### config.mk
export PLATFORM = sky130hd
export DESIGN_NAME = pipelined_addsub_flat
export DESIGN_NICKNAME = d
export VERILOG_FILES = /design/src/rtl/pipelined_addsub_if.sv /design/src/rtl/pipelined_addsub.sv /design/src/flat_wrapper.sv
export SDC_FILE = /design/constraint.sdc
export NUM_CORES = 1
export LEC_CHECK = 0
export BUFFER_PORTS_ARGS = -buffer_cell sky130_fd_sc_hd__buf_2
export CAP_MARGIN = 20
export CORE_MARGIN = 4
export CORE_UTILIZATION = 29
export CTS_CLUSTER_DIAMETER = 80
export DETAILED_ROUTE_END_ITERATION = 8
export GPL_TIMING_DRIVEN = 0
export SYNTH_ARGS = -nofsm -noshare
export SYNTH_HDL_FRONTEND = slang
export SYNTH_SLANG_ARGS = --single-unit
### constraint.sdc
create_clock -name clk -period 7.1 [get_ports clk]
set_input_delay 2.13 -clock clk [delete_from_list [all_inputs] [get_ports clk]]
set_output_delay 2.13 -clock clk [all_outputs]
set_load 0.1 [all_outputs]
### src/rtl/pipelined_addsub_if.sv
// Operand/result bus of the pipelined adder: request side (valid/ready, operands,
// op controls) and response side (valid/ready, result, flags).
interface pipelined_addsub_if #(
    parameter int unsigned DATA_WIDTH = 32
);
    logic                  in_valid;
    logic                  in_ready;
    logic [DATA_WIDTH-1:0] a;
    logic [DATA_WIDTH-1:0] b;
    logic                  op_sub;
    logic                  cin_en;
    logic                  cin;

    logic                  out_valid;
    logic                  out_ready;
    logic [DATA_WIDTH-1:0] result;
    logic                  carry;
    logic                  zero;
    logic                  overflow;
    logic                  negative;
    logic                  slt;
    logic                  sltu;

    modport master (
        output in_valid, a, b, op_sub, cin_en, cin, out_ready,
        input  in_ready, out_valid, result, carry, zero, overflow, negative, slt, sltu
    );

    modport slave (
        input  in_valid, a, b, op_sub, cin_en, cin, out_ready,
        output in_ready, out_valid, result, carry, zero, overflow, negative, slt, sltu
    );
endinterface

### src/rtl/pipelined_addsub.sv
// Add/subtract with the carry chain split into STAGES chunks, one register stage per
// chunk, valid/ready on both sides and full-width flags registered with each result.
module pipelined_addsub #(
    parameter int unsigned DATA_WIDTH = 32,
    parameter int unsigned STAGES     = 2
) (
    input  logic              clk,
    input  logic              rst,
    pipelined_addsub_if.slave bus
);
    localparam int unsigned CHUNK = DATA_WIDTH / STAGES;
    localparam int unsigned MSB   = DATA_WIDTH - 1;
    localparam int unsigned LAST  = STAGES - 1;

    logic [STAGES-1:0]     v_q, v_d;
    logic [STAGES:0]       ready;
    logic [DATA_WIDTH-1:0] a_q   [STAGES];
    logic [DATA_WIDTH-1:0] a_d   [STAGES];
    logic [DATA_WIDTH-1:0] be_q  [STAGES];
    logic [DATA_WIDTH-1:0] be_d  [STAGES];
    logic [DATA_WIDTH-1:0] sum_q [STAGES];
    logic [DATA_WIDTH-1:0] sum_d [STAGES];
    logic [STAGES-1:0]     c_q, c_d;

    logic carry_q, carry_d;
    logic zero_q, zero_d;
    logic ovf_q, ovf_d;
    logic neg_q, neg_d;
    logic slt_q, slt_d;
    logic sltu_q, sltu_d;

    logic [DATA_WIDTH-1:0] a_in    [STAGES];
    logic [DATA_WIDTH-1:0] be_in   [STAGES];
    logic [DATA_WIDTH-1:0] sum_in  [STAGES];
    logic [DATA_WIDTH-1:0] sum_new [STAGES];
    logic [CHUNK:0]        chunk_sum [STAGES];
    logic [STAGES-1:0]     c_in, v_in, load;
    logic                  ovf_new;

    // Ready ripples back from the consumer so an empty stage always accepts.
    always_comb begin
        ready[STAGES] = bus.out_ready;
        for (int unsigned i = 0; i < STAGES; i++) begin
            ready[LAST-i] = ~v_q[LAST-i] | ready[STAGES-i];
        end
    end

    always_comb begin
        a_in[0]   = bus.a;
        be_in[0]  = bus.op_sub ? ~bus.b : bus.b;
        sum_in[0] = '0;
        c_in[0]   = bus.cin_en ? bus.cin : bus.op_sub;
        v_in[0]   = bus.in_valid;
        for (int unsigned k = 1; k < STAGES; k++) begin
            a_in[k]   = a_q[k-1];
            be_in[k]  = be_q[k-1];
            sum_in[k] = sum_q[k-1];
            c_in[k]   = c_q[k-1];
            v_in[k]   = v_q[k-1];
        end

        for (int unsigned k = 0; k < STAGES; k++) begin
            chunk_sum[k] = {1'b0, a_in[k][k*CHUNK +: CHUNK]}
                         + {1'b0, be_in[k][k*CHUNK +: CHUNK]}
                         + {{CHUNK{1'b0}}, c_in[k]};
            sum_new[k]                   = sum_in[k];
            sum_new[k][k*CHUNK +: CHUNK] = chunk_sum[k][CHUNK-1:0];

            load[k] = ready[k] & v_in[k];
            v_d[k]  = ready[k] ? v_in[k] : v_q[k];
            a_d[k]   = a_q[k];
            be_d[k]  = be_q[k];
            sum_d[k] = sum_q[k];
            c_d[k]   = c_q[k];
            if (load[k]) begin
                a_d[k]   = a_in[k];
                be_d[k]  = be_in[k];
                sum_d[k] = sum_new[k];
                c_d[k]   = chunk_sum[k][CHUNK];
            end
        end
    end

    // Flags come from the beat entering the last stage so they land with its result.
    always_comb begin
        ovf_new = (a_in[LAST][MSB] == be_in[LAST][MSB]) && (sum_new[LAST][MSB] != a_in[LAST][MSB]);
        carry_d = carry_q;
        zero_d  = zero_q;
        ovf_d   = ovf_q;
        neg_d   = neg_q;
        slt_d   = slt_q;
        sltu_d  = sltu_q;
        if (load[LAST]) begin
            carry_d = chunk_sum[LAST][CHUNK];
            zero_d  = ~|sum_new[LAST];
            ovf_d   = ovf_new;
            neg_d   = sum_new[LAST][MSB];
            slt_d   = sum_new[LAST][MSB] ^ ovf_new;
            sltu_d  = ~chunk_sum[LAST][CHUNK];
        end
    end

    always_ff @(posedge clk) begin
        if (rst) begin
            v_q     <= '0;
            c_q     <= '0;
            carry_q <= 1'b0;
            zero_q  <= 1'b0;
            ovf_q   <= 1'b0;
            neg_q   <= 1'b0;
            slt_q   <= 1'b0;
            sltu_q  <= 1'b0;
            for (int unsigned k = 0; k < STAGES; k++) begin
                a_q[k]   <= '0;
                be_q[k]  <= '0;
                sum_q[k] <= '0;
            end
        end else begin
            v_q     <= v_d;
            c_q     <= c_d;
            carry_q <= carry_d;
            zero_q  <= zero_d;
            ovf_q   <= ovf_d;
            neg_q   <= neg_d;
            slt_q   <= slt_d;
            sltu_q  <= sltu_d;
            for (int unsigned k = 0; k < STAGES; k++) begin
                a_q[k]   <= a_d[k];
                be_q[k]  <= be_d[k];
                sum_q[k] <= sum_d[k];
            end
        end
    end

    assign bus.in_ready  = ready[0];
    assign bus.out_valid = v_q[LAST];
    assign bus.result    = sum_q[LAST];
    assign bus.carry     = carry_q;
    assign bus.zero      = zero_q;
    assign bus.overflow  = ovf_q;
    assign bus.negative  = neg_q;
    assign bus.slt       = slt_q;
    assign bus.sltu      = sltu_q;
endmodule

### src/flat_wrapper.sv
// flat-port wrapper written by rule: the top's interface ports become plain ports
module pipelined_addsub_flat 
#(
    parameter int unsigned DATA_WIDTH = 32,
    parameter int unsigned STAGES     = 2
)
  (clk, rst, bus_in_valid, bus_a, bus_b, bus_op_sub, bus_cin_en, bus_cin, bus_out_ready, bus_in_ready, bus_out_valid, bus_result, bus_carry, bus_zero, bus_overflow, bus_negative, bus_slt, bus_sltu);
  pipelined_addsub_if #(.DATA_WIDTH(DATA_WIDTH)) bus_i ();
  input  logic clk;
  input  logic rst;
  input wire logic [$bits(bus_i.in_valid)-1:0] bus_in_valid;
  input wire logic [$bits(bus_i.a)-1:0] bus_a;
  input wire logic [$bits(bus_i.b)-1:0] bus_b;
  input wire logic [$bits(bus_i.op_sub)-1:0] bus_op_sub;
  input wire logic [$bits(bus_i.cin_en)-1:0] bus_cin_en;
  input wire logic [$bits(bus_i.cin)-1:0] bus_cin;
  input wire logic [$bits(bus_i.out_ready)-1:0] bus_out_ready;
  output wire logic [$bits(bus_i.in_ready)-1:0] bus_in_ready;
  output wire logic [$bits(bus_i.out_valid)-1:0] bus_out_valid;
  output wire logic [$bits(bus_i.result)-1:0] bus_result;
  output wire logic [$bits(bus_i.carry)-1:0] bus_carry;
  output wire logic [$bits(bus_i.zero)-1:0] bus_zero;
  output wire logic [$bits(bus_i.overflow)-1:0] bus_overflow;
  output wire logic [$bits(bus_i.negative)-1:0] bus_negative;
  output wire logic [$bits(bus_i.slt)-1:0] bus_slt;
  output wire logic [$bits(bus_i.sltu)-1:0] bus_sltu;
  assign bus_i.in_valid = bus_in_valid;
  assign bus_i.a = bus_a;
  assign bus_i.b = bus_b;
  assign bus_i.op_sub = bus_op_sub;
  assign bus_i.cin_en = bus_cin_en;
  assign bus_i.cin = bus_cin;
  assign bus_i.out_ready = bus_out_ready;
  assign bus_in_ready = bus_i.in_ready;
  assign bus_out_valid = bus_i.out_valid;
  assign bus_result = bus_i.result;
  assign bus_carry = bus_i.carry;
  assign bus_zero = bus_i.zero;
  assign bus_overflow = bus_i.overflow;
  assign bus_negative = bus_i.negative;
  assign bus_slt = bus_i.slt;
  assign bus_sltu = bus_i.sltu;
  pipelined_addsub #(.DATA_WIDTH(DATA_WIDTH), .STAGES(STAGES)) u_core (.clk(clk), .rst(rst), .bus(bus_i));
endmodule
# After elaboration in Yosys (flattened, before gate mapping)
# Memories as Yosys holds them, arrays and structs flattened.
# Index checks and enable logic that the tools add are counted.
# Widths: inputs -> output; s select.
[totals] register_bits=9 ramBits=192 input_bits=71 output_inout_bits=40 elab_cells=55 mem_count=3
[memory_table] name="u_core.a_q" depth=2 word_bits=32 rd=1 rd_ports_with_merged_regs=0 write_ports=2 line="pipelined_addsub.sv:17" source="logic [DATA_WIDTH-1:0] a_q [STAGES];"
[memory_table] name="u_core.be_q" depth=2 word_bits=32 rd=1 rd_ports_with_merged_regs=0 write_ports=2 line="pipelined_addsub.sv:19" source="logic [DATA_WIDTH-1:0] be_q [STAGES];"
[memory_table] name="u_core.sum_q" depth=2 word_bits=32 rd=2 rd_ports_with_merged_regs=0 write_ports=2 line="pipelined_addsub.sv:21" source="logic [DATA_WIDTH-1:0] sum_q [STAGES];"
[classes] add_sub_neg=4 n_eq_ne=3 n_mux=17 bitwise=15 reduce_logical=4
[ops] op="$mux 32" count=13
[ops] op="$add 16x16->17" count=2
[ops] op="$add 17x1->17" count=2
[ops] op="$not 32->32" count=1
[ops] op="$reduce_or 32->1" count=1
[ops] op="$or 1x1->1" count=8
[ops] op="$mux 1" count=4
[ops] op="$not 1->1" count=3
[ops] op="$and 1x1->1" count=2
[ops] op="$reduce_and 2->1" count=1
[ops] op="$eq 1x1->1" count=1
[ops] op="$logic_and 1x1->1" count=1
[ops] op="$logic_not 1->1" count=1
[ops] op="$ne 1x1->1" count=1
[ops] op="$ne 1x1->1 const B" count=1
[ops] op="$xor 1x1->1" count=1

# Logic depth before layout (Yosys ltp)
[logic_depth] depth_word=6 ltp_mapped=13 mapped_depth_nobuf=12

# Least setup slack after synthesis
# No wires, ideal clock.
[synth_timing] path_type="input -> output" start="in bus_out_ready" end="out bus_in_ready" t_arrival_ns=2.878 t_required_ns=4.970 slack_ns=2.092 stages=2 path_buffers=0 path_cell_list="nor2b_1 nand2_1"
[synth_between] elab_chain_cells=2
[synth_rtl] element="start: declaration" line="flat_wrapper.sv:17" source="input wire logic [$bits(bus_i.out_ready)-1:0] bus_out_ready;"
[synth_rtl] element="$or 1x1->1 (2 in a row)" line="pipelined_addsub.sv:44" source="ready[LAST-i] = ~v_q[LAST-i] | ready[STAGES-i];"
[synth_rtl] element="end: declaration" line="flat_wrapper.sv:18" source="output wire logic [$bits(bus_i.in_ready)-1:0] bus_in_ready;"
# No other way between the ends.

# Final worst setup path
[layout_timing] start="in bus_op_sub" end="reg u_core.c_q[0]"
[layout_between] elab_chain_cells=3 elab_cells_between_ends=4 cone_classes="add/sub (2); mux (2)"
[layout_rtl] element="start: declaration" line="flat_wrapper.sv:14" source="input wire logic [$bits(bus_i.op_sub)-1:0] bus_op_sub;"
[layout_rtl] element="$mux 32" line="pipelined_addsub.sv:50" source="be_in[0] = bus.op_sub ? ~bus.b : bus.b;"
[layout_rtl] element="$add 16x16->17" line="pipelined_addsub.sv:64" source="+ {1'b0, be_in[k][k*CHUNK +: CHUNK]}"
[layout_rtl] element="$add 17x1->17 *" line="pipelined_addsub.sv:65" source="+ {{CHUNK{1'b0}}, c_in[k]};"
[layout_rtl] element="end signal: assignment" line="pipelined_addsub.sv:106" source="c_q <= '0;"
[layout_rtl] element="end signal: assignment" line="pipelined_addsub.sv:120" source="c_q <= c_d;"
[layout_rtl] element="end: declaration" line="pipelined_addsub.sv:23" source="logic [STAGES-1:0] c_q, c_d;"
# Every way passes the cells marked *; elsewhere a longest branch is shown, timed or not.
# A chain may end at the register's enable or synchronous reset.

==> flow_summary.ini <==
[clock_network]
clock_latency_ns = 0.34
cts_buffers = 9
clk_pin_slew_ns = 0.06
htreeDepth = 3
root_buffer = clkbuf_16
cts_setup_buffers = 0
cts_tree = done
cts_sinks = 88
clockBufferDepth = 2
cts_resized = 0
cts_hold_buf = 0

[yosys]
ys_warn_count = 0
synth-main-ff-cell = dfxtp_1
yosysTopAreaCellShare_pct = 22.76
async_flop_share_pct = 0
post_synth_inst_count = 554
syn_nets = 659
syn-cell-area_sq_um = 4926
synth_edf_count = 32
ys_types = 52
yosysSeqAreaShare_pct = 42.27
ys_ff_latch = 88
synth.largest_area_cell = dfxtp_1
avgSynthCellArea_sq_um = 8.892
synth.area.top_cells = dfxtp_1 23%, edfxtp_1 20%, ha_1 7.6%

[sta]
finClkSkew_ns = 0.007918
relSlewSlack_pct = 45.07
hold_viol = 0
max_freq_mhz = 193.5
setup_viol = 0
fin_tns_setup_ns = 0
tightest_slew_ns = 0.8240
rsz0062_at_grt = false
post-route-period-util_pct = 72.78
finalMaxSlewViolations = 0
period_needed_ns = 5.167
setup_slack_ns = 1.933

[worst_setup_path]
cp.buffers_inverters = 2
max_stage_delay_ns = 0.58
critPathSlowestCell = clkbuf_1
crit_path_max_fanout = 10
crit_family = adder cells
cp.arrival_ns = 5.41
path_depth = 13
crit_type = in2reg
startpoint_type = input port
end_kind = register
crit_chain = clkbuf_1, clkbuf_1, xnor2_1, fa_1, fa_1, nor2b_4, o21ai_2, nand2b_2, a311o_1, and2_4, a311o_1, nand3_1, a221oi_1
critPathRequiredTime_ns = 7.34
worst_r2r_path_depth = 12

[routing]
drt-wirelength-per-cell_um = 14.02
drt_pass1_iterations = 4
vias = 4125
routed_wl_um = 12600
vias_per_cell = 4.588
drc = 0
ant_nets = 0
drt_iter0_markers = 204

[global_route]
grt_pass1_vias = 4077
overflow = 0
grt_max_degree = 33
grt_pass1_wl_um = 20610
antenna_found_initial = 0
grt_use_total_pct = 13.19

[layout]
fillers = 1769
nNetsFinal = 779
antennaDiodeCount = 0
postLayoutCoreUtil_pct = 36.30
drive_gt1_share_pct = 19.73
syn2layout_area_growth_pct = 22.63

[power_and_ir_drop]
p_per_area_nw_per_um2 = 247.1
total_power_mw = 1.493
peakVddDrop_mv = 0.1204
power_leakage_nw = 2.541

[placement]
dp_hpwl_um = 10380
gp_congestion = 0.8248
io_buffers = 109
place_ws_ns = 1.548

[floorplanning]
io_pins = 111
core_sq_um = 16640
initial_utilization_pct = 29.60
die_y_um = 138.3
rows = 47
fp.dieArea_sq_um = 19140
die_x_um = 138.3

[min_path]
holdPathStages = 2
hold_class = reg2reg

[outcome]
outcome = finished, final reports clean

[flow_run]
max_cap_violations = 0
[final timing paths]
path / start / endpoint / slack, ns
min: u_core.sum_q[0][52] / u_core.sum_q[0][52] / 0.45
max reg2reg: u_core.be_q[0][16] / u_core.bus.zero / 4.01
min reg2reg: u_core.sum_q[0][52] / u_core.sum_q[0][52] / 0.45
max: bus_op_sub / u_core.c_q[0] / 1.93
[final cells by class]
class	count	area [sq um]	share of cell area, %
flip-flops and latches	88	2082	34.47
well taps	220	275.3	4.557
clock buffers	12	267.8	4.432
clock inverters	4	26.28	0.4350
plain buffers	26	101.3	1.678
repair buffers	109	545.5	9.031
multi-input cells	425	2686	44.47
inverters	15	56.30	0.9321
[per-stage QoR]
stage / hold slack (ns) / instances / cell area [sq um]
6_report: 0.4497 / 899 / 6041
5_1_grt: 0.4701 / 899 / 6041
4_1_cts: 0.4519 / 899 / 6041
3_5_place_dp: 0.4432 / 883 / 5747
3_3_place_gp: 0.4364 / 883 / 5747
2_1_floorplan: 0.4447 / 554 / 4926
[power by group]
part           internal (mW)  total [mW]  switching, mW
registers              0.568       0.592         0.0239
clock network          0.267       0.456          0.189
logic                  0.151       0.445          0.294
[state kept, by name, summed over array words and instances, names as in the netlist]
register	flops
u_core.v_q	2
u_core.bus.sltu	1
u_core.a_q	16
u_core.bus.carry	1
u_core.bus.overflow	1
u_core.c_q	1
u_core.sum_q	48
u_core.bus.zero	1
u_core.be_q	16
u_core.bus.slt	1
[Yosys cell counts (all sizes together), types with 2 or more instances]
cell,instances
nor2,47
clkbuf,22
a221oi,2
mux2i,2
edfxtp,32
a31oi,4
a311o,2
xor2,23
o31ai,2
nor3,15
dfxtp,56
o21ai,16
o21bai,2
a21o,2
nand2b,5
nor2b,23
a211o,2
nand2,87
nand4,3
nand3b,6
a311oi,2
nor4,6
buf,4
o21a,4
and3,2
a21oi,64
nand3,9
ha,30
fa,4
inv,15
xnor2,29
or3,3
o211ai,2
a211oi,13
and2,3
[routing by layer]
layer / vias to the layer above / track usage (%) / wire (um)
li1: 2171 / - / -
met1: 1849 / 18.63 / 6460
met2: 91 / 20.17 / 5444
met3: 14 / 2.797 / 476
met4: 0 / 4.264 / 223
met5: - / 0 / 0
[cell usage in the layout (no fill, tap or decap), types with 13 or more instances in the layout]
cell type / instances
ha_1: 30
a21oi_1: 64
nor3_1: 15
edfxtp_1: 32
buf_2: 109
xor2_1: 23
nand2_1: 87
xnor2_1: 29
nor2_1: 47
inv_1: 15
o21ai_0: 14
a211oi_1: 13
nor2b_1: 22
dfxtp_1: 56
clkbuf_1: 23
[tightest hold or removal path, cell delays in order, from the launching register on]
cell     delay, ns
dfxtp_1       0.31
nand2_1       0.05
a21oi_1       0.05
[cells by family (layout without fill, tap and decap cells)]
family | Yosys count | after routing | share of synthesized area, %
AO/OA/AOI/OAI | 124 | 124 | 15.47
buffers and inverters | 41 | 166 | 3.200
flip-flops | 88 | 88 | 42.27
multiplexers | 2 | 2 | 0.4064
XOR/XNOR | 52 | 52 | 9.245
AND/OR/NAND/NOR | 213 | 213 | 20.17
adder cells (fa/ha/maj) | 34 | 34 | 9.246
Power figures use the tool's default switching activity.
